[src/rtl/nvram_upload_server_if.sv]
// hps_io ioctl upload/download bus between the HPS side (master) and the NVRAM image server (slave).
interface nvram_upload_server_if;
    logic        ioctl_upload;
    logic        ioctl_download;
    logic [7:0]  ioctl_index;
    logic        ioctl_wr;
    logic [24:0] ioctl_addr;
    logic [7:0]  ioctl_dout;
    logic [7:0]  ioctl_din;
    logic        ioctl_wait;
    logic        ioctl_upload_req;

    modport master (
        output ioctl_upload, ioctl_download, ioctl_index, ioctl_wr, ioctl_addr, ioctl_dout,
        input  ioctl_din, ioctl_wait, ioctl_upload_req
    );

    modport slave (
        input  ioctl_upload, ioctl_download, ioctl_index, ioctl_wr, ioctl_addr, ioctl_dout,
        output ioctl_din, ioctl_wait, ioctl_upload_req
    );
endinterface

[src/rtl/nvram_upload_server.sv]
// Byte-wide NVRAM shadow served over hps_io upload and restored from download.
// Define NVRAM_AUTOSAVE_EN to build dirty tracking, the quiet counter and ioctl_upload_req.
module nvram_upload_server #(
    parameter int unsigned AW       = 8,
    parameter logic [7:0]  NV_INDEX = 8'd4,
    parameter logic [23:0] QUIET    = 24'd5_360_000
) (
    input  logic                  i_clk,
    input  logic                  RESETn,
    input  logic                  cpu_we,
    input  logic [AW-1:0]         cpu_addr,
    input  logic [7:0]            cpu_din,
    output logic                  rst_we,
    output logic [AW-1:0]         rst_addr,
    output logic [7:0]            rst_data,
    nvram_upload_server_if.slave  ioctl
);
    localparam int unsigned DEPTH = 2 ** AW;

    typedef enum logic [1:0] {IDLE, RD, DATA} state_t;
    state_t state;

    logic          up, dn, up_q;
    logic [24:0]   addr_q;
    logic          in_range, restore_wr, snoop;
    logic          cpu_we_q;
    logic [AW-1:0] cpu_addr_q;
    logic [7:0]    cpu_din_q;
    logic [7:0]    rd_data;
    logic          rd_oor;
    logic [7:0]    shadow [DEPTH];

    assign up         = ioctl.ioctl_upload   && (ioctl.ioctl_index == NV_INDEX);
    assign dn         = ioctl.ioctl_download && (ioctl.ioctl_index == NV_INDEX);
    assign in_range   = ioctl.ioctl_addr < 25'(DEPTH);
    assign restore_wr = dn && ioctl.ioctl_wr && in_range;
    assign snoop      = cpu_we && !dn;

    // A CPU write still in flight when a restore byte arrives is dropped: restore owns the image.
    always_ff @(posedge i_clk) begin
        if (restore_wr)
            shadow[ioctl.ioctl_addr[AW-1:0]] <= ioctl.ioctl_dout;
        else if (cpu_we_q)
            shadow[cpu_addr_q] <= cpu_din_q;
        if (state == RD)
            rd_data <= shadow[ioctl.ioctl_addr[AW-1:0]];
    end

    always_ff @(posedge i_clk or negedge RESETn) begin
        if (!RESETn) begin
            state            <= IDLE;
            up_q             <= 1'b0;
            addr_q           <= '0;
            rd_oor           <= 1'b0;
            ioctl.ioctl_wait <= 1'b0;
            ioctl.ioctl_din  <= 8'h00;
            cpu_we_q         <= 1'b0;
            cpu_addr_q       <= '0;
            cpu_din_q        <= '0;
            rst_we           <= 1'b0;
            rst_addr         <= '0;
            rst_data         <= '0;
        end else begin
            up_q       <= up;
            addr_q     <= ioctl.ioctl_addr;
            cpu_we_q   <= snoop;
            cpu_addr_q <= cpu_addr;
            cpu_din_q  <= cpu_din;
            rst_we     <= restore_wr;
            if (restore_wr) begin
                rst_addr <= ioctl.ioctl_addr[AW-1:0];
                rst_data <= ioctl.ioctl_dout;
            end
            if (!up) begin
                state            <= IDLE;
                ioctl.ioctl_wait <= 1'b0;
            end else begin
                case (state)
                    IDLE: if (!up_q || (ioctl.ioctl_addr != addr_q)) begin
                        state            <= RD;
                        ioctl.ioctl_wait <= 1'b1;
                    end
                    RD: begin
                        rd_oor <= !in_range;
                        state  <= DATA;
                    end
                    DATA: begin
                        ioctl.ioctl_din  <= rd_oor ? 8'hFF : rd_data;
                        ioctl.ioctl_wait <= 1'b0;
                        state            <= IDLE;
                    end
                    default: state <= IDLE;
                endcase
            end
        end
    end

`ifdef NVRAM_AUTOSAVE_EN
    logic        dn_q, dirty, wr_during_up, upload_req;
    logic [23:0] quiet_cnt;

    // Later assignments win: a snooped write in the same cycle as an end-of-transfer keeps dirty set.
    always_ff @(posedge i_clk or negedge RESETn) begin
        if (!RESETn) begin
            dn_q         <= 1'b0;
            dirty        <= 1'b0;
            wr_during_up <= 1'b0;
            quiet_cnt    <= '0;
            upload_req   <= 1'b0;
        end else begin
            dn_q <= dn;
            if (dn_q && !dn)
                dirty <= 1'b0;
            if (up_q && !up) begin
                if (!wr_during_up)
                    dirty <= 1'b0;
                wr_during_up <= 1'b0;
            end
            if (snoop) begin
                dirty <= 1'b1;
                if (up)
                    wr_during_up <= 1'b1;
            end
            if (snoop || (up_q && !up))
                quiet_cnt <= '0;
            else if (dirty && (quiet_cnt != QUIET))
                quiet_cnt <= quiet_cnt + 24'd1;
            if (up && !up_q)
                upload_req <= 1'b0;
            else if (dirty && (quiet_cnt == QUIET) && !up && !dn)
                upload_req <= 1'b1;
        end
    end

    assign ioctl.ioctl_upload_req = upload_req;
`else
    logic unused_quiet;
    assign unused_quiet = ^QUIET;
    assign ioctl.ioctl_upload_req = 1'b0;
`endif
endmodule

[src/flat_wrapper.sv]
// flat-port wrapper written by rule: the top's interface ports become plain ports
module nvram_upload_server_flat 
#(
    parameter int unsigned AW       = 8,
    parameter logic [7:0]  NV_INDEX = 8'd4,
    parameter logic [23:0] QUIET    = 24'd5_360_000
)
  (i_clk, RESETn, cpu_we, cpu_addr, cpu_din, rst_we, rst_addr, rst_data, ioctl_ioctl_upload, ioctl_ioctl_download, ioctl_ioctl_index, ioctl_ioctl_wr, ioctl_ioctl_addr, ioctl_ioctl_dout, ioctl_ioctl_din, ioctl_ioctl_wait, ioctl_ioctl_upload_req);
  nvram_upload_server_if ioctl_i ();
  input  logic i_clk;
  input  logic RESETn;
  input  logic cpu_we;
  input  logic [AW-1:0] cpu_addr;
  input  logic [7:0] cpu_din;
  output logic rst_we;
  output logic [AW-1:0] rst_addr;
  output logic [7:0] rst_data;
  input wire logic [$bits(ioctl_i.ioctl_upload)-1:0] ioctl_ioctl_upload;
  input wire logic [$bits(ioctl_i.ioctl_download)-1:0] ioctl_ioctl_download;
  input wire logic [$bits(ioctl_i.ioctl_index)-1:0] ioctl_ioctl_index;
  input wire logic [$bits(ioctl_i.ioctl_wr)-1:0] ioctl_ioctl_wr;
  input wire logic [$bits(ioctl_i.ioctl_addr)-1:0] ioctl_ioctl_addr;
  input wire logic [$bits(ioctl_i.ioctl_dout)-1:0] ioctl_ioctl_dout;
  output wire logic [$bits(ioctl_i.ioctl_din)-1:0] ioctl_ioctl_din;
  output wire logic [$bits(ioctl_i.ioctl_wait)-1:0] ioctl_ioctl_wait;
  output wire logic [$bits(ioctl_i.ioctl_upload_req)-1:0] ioctl_ioctl_upload_req;
  assign ioctl_i.ioctl_upload = ioctl_ioctl_upload;
  assign ioctl_i.ioctl_download = ioctl_ioctl_download;
  assign ioctl_i.ioctl_index = ioctl_ioctl_index;
  assign ioctl_i.ioctl_wr = ioctl_ioctl_wr;
  assign ioctl_i.ioctl_addr = ioctl_ioctl_addr;
  assign ioctl_i.ioctl_dout = ioctl_ioctl_dout;
  assign ioctl_ioctl_din = ioctl_i.ioctl_din;
  assign ioctl_ioctl_wait = ioctl_i.ioctl_wait;
  assign ioctl_ioctl_upload_req = ioctl_i.ioctl_upload_req;
  nvram_upload_server #(.AW(AW), .NV_INDEX(NV_INDEX), .QUIET(QUIET)) u_core (.i_clk(i_clk), .RESETn(RESETn), .cpu_we(cpu_we), .cpu_addr(cpu_addr), .cpu_din(cpu_din), .rst_we(rst_we), .rst_addr(rst_addr), .rst_data(rst_data), .ioctl(ioctl_i));
endmodule
[config.mk]
export PLATFORM = sky130hd
export DESIGN_NAME = nvram_upload_server_flat
export DESIGN_NICKNAME = d
export VERILOG_FILES = /design/src/rtl/nvram_upload_server_if.sv /design/src/rtl/nvram_upload_server.sv /design/src/flat_wrapper.sv
export SDC_FILE = /design/constraint.sdc
export NUM_CORES = 2
export LEC_CHECK = 0
export ABC_AREA = 1
export CAP_MARGIN = 20
export CORE_ASPECT_RATIO = 1.2
export CORE_MARGIN = 10
export CORE_UTILIZATION = 43
export DETAILED_ROUTE_END_ITERATION = 16
export SYNTH_ARGS = -nofsm -noshare
export SYNTH_HDL_FRONTEND = slang
export SYNTH_SLANG_ARGS = --single-unit
[constraint.sdc]
create_clock -name i_clk -period 11.1 [get_ports i_clk]
set_input_delay 1.665 -clock i_clk [delete_from_list [all_inputs] [get_ports i_clk]]
set_output_delay 1.665 -clock i_clk [all_outputs]
set_load 0.01 [all_outputs]
==> results.py <==
metrics = {
    "layout": {
        "instances_no_fill": 9965,
        "layout_common_cells": "nand2_1 (2155), edfxtp_1 (2056), nand3_1 (2027), nor2_1 (247), clkbuf_16 (203)",
        "finish.utilization_pct": 47.90,
        "area_growth_pct": 10.75,
        "fin_nets": 7218,
        "final_common_cell": "nand2_1",
        "drive_above_1_share_pct": 6.554,
    },
    "floorplanning": {
        "io_pins": 90,
        "fp.dieH_um": 511.9,
        "row_count": 180,
        "coreArea_sq_um": 200400,
        "die_area_sq_um": 220100,
        "dieWidth_um": 429.9,
        "initial_utilization_pct": 43.25,
    },
    "logic_synthesis": {
        "netlist_area_sq_um": 86700,
        "synth_xor_area_share_pct": 0.08082,
        "yosys_warnings": 0,
        "synth_cell_types": 41,
        "synthAdderAreaFrac_pct": 0,
        "synthSimpleGateAreaFrac_pct": 23.50,
        "ys_ff_latch": 2128,
        "syn_nets": 7352,
        "yosysSeqAreaShare_pct": 73.29,
        "synth_compound_area_share_pct": 0.3031,
        "synthMuxAreaShare_pct": 0,
        "avgSynthCellArea_sq_um": 11.89,
        "postSynthCellCount": 7289,
        "synth_top_family_by_area": "simple AND/OR/NAND/NOR gates",
    },
    "outcome": {
        "status": "completed",
    },
    "grt": {
        "grt_max_degree": 217,
        "grt_pass1_wl_um": 355900,
        "groute.usage.overall_pct": 21.19,
        "grt_pass1_vias": 54560,
        "antenna_found_initial": 9,
        "grt_overflow": 0,
    },
    "place": {
        "dp_hpwl_um": 133500,
        "dp_cells": 9591,
        "io_buffer_count": 88,
        "routabilityCongestion": 0.8548,
    },
    "worst_hold_path": {
        "hold_path_startpoint": "u_core.rst_addr[4]",
        "whs_path_depth": 2,
        "hold_end": "u_core.rst_addr[4]",
        "hp-class": "flip-flop to flip-flop",
    },
    "flow_run": {
        "maxCapViolCount": 0,
    },
    "timing": {
        "drv_slew": 0,
        "finalHoldViolCount": 0,
        "setup_viol_count_final": 0,
        "timing.fmax_ghz": 0.1616,
        "rsz0062_at_grt": "false",
        "min_period_ps": 6189,
        "hold_slack_ps": 486.6,
        "finClkSkew_ps": 32.05,
        "tightestPinTransition_ps": 1297,
        "max_slew_margin_pct": 13.51,
        "fin_crit_sh_pct": 55.75,
    },
    "setup_path": {
        "crit_path_max_fanout": 159,
        "start_kind": "primary input",
        "r2r-end": "u_core.shadow[63][0]",
        "crit_required_ps": 11560,
        "r2r-start": "u_core.cpu_we_q",
        "end_kind": "flip-flop",
        "rrSetupSlack_ps": 6840,
        "cp_data_arrival_time_ps": 6650,
        "rr_worst_depth": 5,
        "crit_type": "primary input to flip-flop",
    },
    "clock_network": {
        "numCtsBuffers": 200,
        "postCtsSetupBuffers": 0,
        "cts_resized": 0,
        "clk_pin_slew_ps": 60,
        "cts-root-buf": "clkbuf_16",
        "cts_tree": "built",
        "h-tree-depth": 4,
        "hold_buffers": 0,
        "cts_sinks": 2128,
        "clk_latency_ps": 870,
        "cts_max_path_buffers": 3,
    },
    "detailed_routing": {
        "drt-wirelength-per-cell_um": 24.10,
        "num_vias": 56020,
        "drtAntennaViolNets": 0,
        "drc_errors": 0,
        "drtIter0Drc": 6318,
        "vias_per_cell": 5.622,
        "wirelength_um": 240100,
        "firstDrtPassIters": 7,
    },
    "power_and_ir_drop": {
        "power.density_nw_per_um2": 176.6,
        "p_leak_nw": 33.06,
        "ir_drop_mv": 0.1958,
    },
}
state kept, by name (all words and copies together) (netlist names), 2 cells and up:
| name | count |
|---|---|
| u_core.rd_data | 8 |
| u_core.cpu_din_q | 8 |
| u_core.rst_data | 8 |
| u_core.addr_q | 25 |
| u_core.state | 2 |
| u_core.shadow | 2048 |
| u_core.rst_addr | 8 |
| u_core.ioctl.ioctl_din | 8 |
| u_core.cpu_addr_q | 8 |
logic make-up (layout without fill, tap and decap cells):
group | count (synthesis) | in the layout
flops | 2128 | 2128
compound gates | 48 | 48
xor+xnor | 8 | 8
other cells | 1 | 3
buf+inv | 546 | 581
simple gates | 4558 | 4558
cell type report:
type                    instances  area [sq um]
inverters                      49         220.2
well taps                    2639          3302
diodes                          2         5.005
repair buffers                161          1614
flip-flops and latches       2128         63540
multi-input cells            4615         20800
clock inverters               114          1212
fillers                     17610        104400
clock buffers                 257          5326
worst max-delay path, cell delays in order:
cell,delay [ps]
clkdlybuf4s50_1,480
nor2_1,120
nand2_1,70
nor3_2,160
nand2_1,110
nor2_2,160
nand2_2,530
nand2_2,920
nor2_1,170
a21oi_4,160
buf_4,510
buf_4,580
buf_12,420
cells in the mapped netlist, drive strengths merged:
master	number	area [sq um]
o22ai	3	18.77
nor2	297	1404
buf	223	1229
a211oi	1	7.510
o21a	1	7.510
a22o	1	8.760
nand3b	5	45.04
and2	3	18.77
nor3	14	80.08
conb	1	3.750
a221oi	1	8.760
nand4	4	25.02
a21oi	16	80.08
nand3	2047	10440
a21boi	1	7.510
clkbuf	274	1028
xor2	1	8.760
inv	46	182.7
xnor2	7	61.31
o221ai	1	8.760
clkinv	3	11.26
nand2	2188	8356
dfrtp	72	1802
o21ai	23	115.1
edfxtp	2056	61740
how the worst max path moves through the flow:
stage	start	endpoint	slack, ps	cells after the start
after CTS	ioctl_ioctl_addr[23]	u_core.shadow[27][0]	5210	13
after global routing	ioctl_ioctl_addr[23]	u_core.shadow[63][0]	4850	13
final	ioctl_ioctl_addr[23]	u_core.shadow[63][0]	4910	13
after floorplan	ioctl_ioctl_addr[22]	u_core.shadow[0][5]	-8	11
after detailed placement	ioctl_ioctl_addr[23]	u_core.shadow[25][0]	4350	13
after global placement	ioctl_ioctl_addr[24]	u_core.shadow[190][7]	4280	13
stage by stage:
| step | worst slack, ps | power [W] | setup TNS (ps) | instance area (sq um) |
|---|---|---|---|---|
| 3_5_place_dp | 4352 | 0.01023 | 0 | 89450 |
| 5_1_grt | 4848 | 0.01744 | 0 | 96020 |
| 6_report | 4911 | 0.01696 | 0 | 96020 |
| 3_3_place_gp | 4282 | 0.01022 | 0 | 89410 |
| 4_1_cts | 5211 | 0.01703 | 0 | 95990 |
| 2_1_floorplan | -8.013 | 0.009823 | -4103 | 86700 |
metal layers:
| metal | share of wire [%] | routed length [um] | global-route usage, % | up-vias |
|---|---|---|---|---|
| met3 | 7.6 | 18320 | 3.416 | 434 |
| met5 | 0.019 | 46 | 0 | - |
| met1 | 40 | 96860 | 27.95 | 27670 |
| met4 | 3.7 | 8909 | 7.878 | 6 |
| met2 | 48 | 116000 | 35.27 | 2361 |
| li1 | - | - | - | 25550 |
report_power, final:
| part | switching, W | internal, W |
|---|---|---|
| Combinational | 0.000900 | 0.000248 |
| Clock | 0.00299 | 0.00390 |
| Sequential | 0.0000110 | 0.00890 |
(Power assumes the default switching activity.)
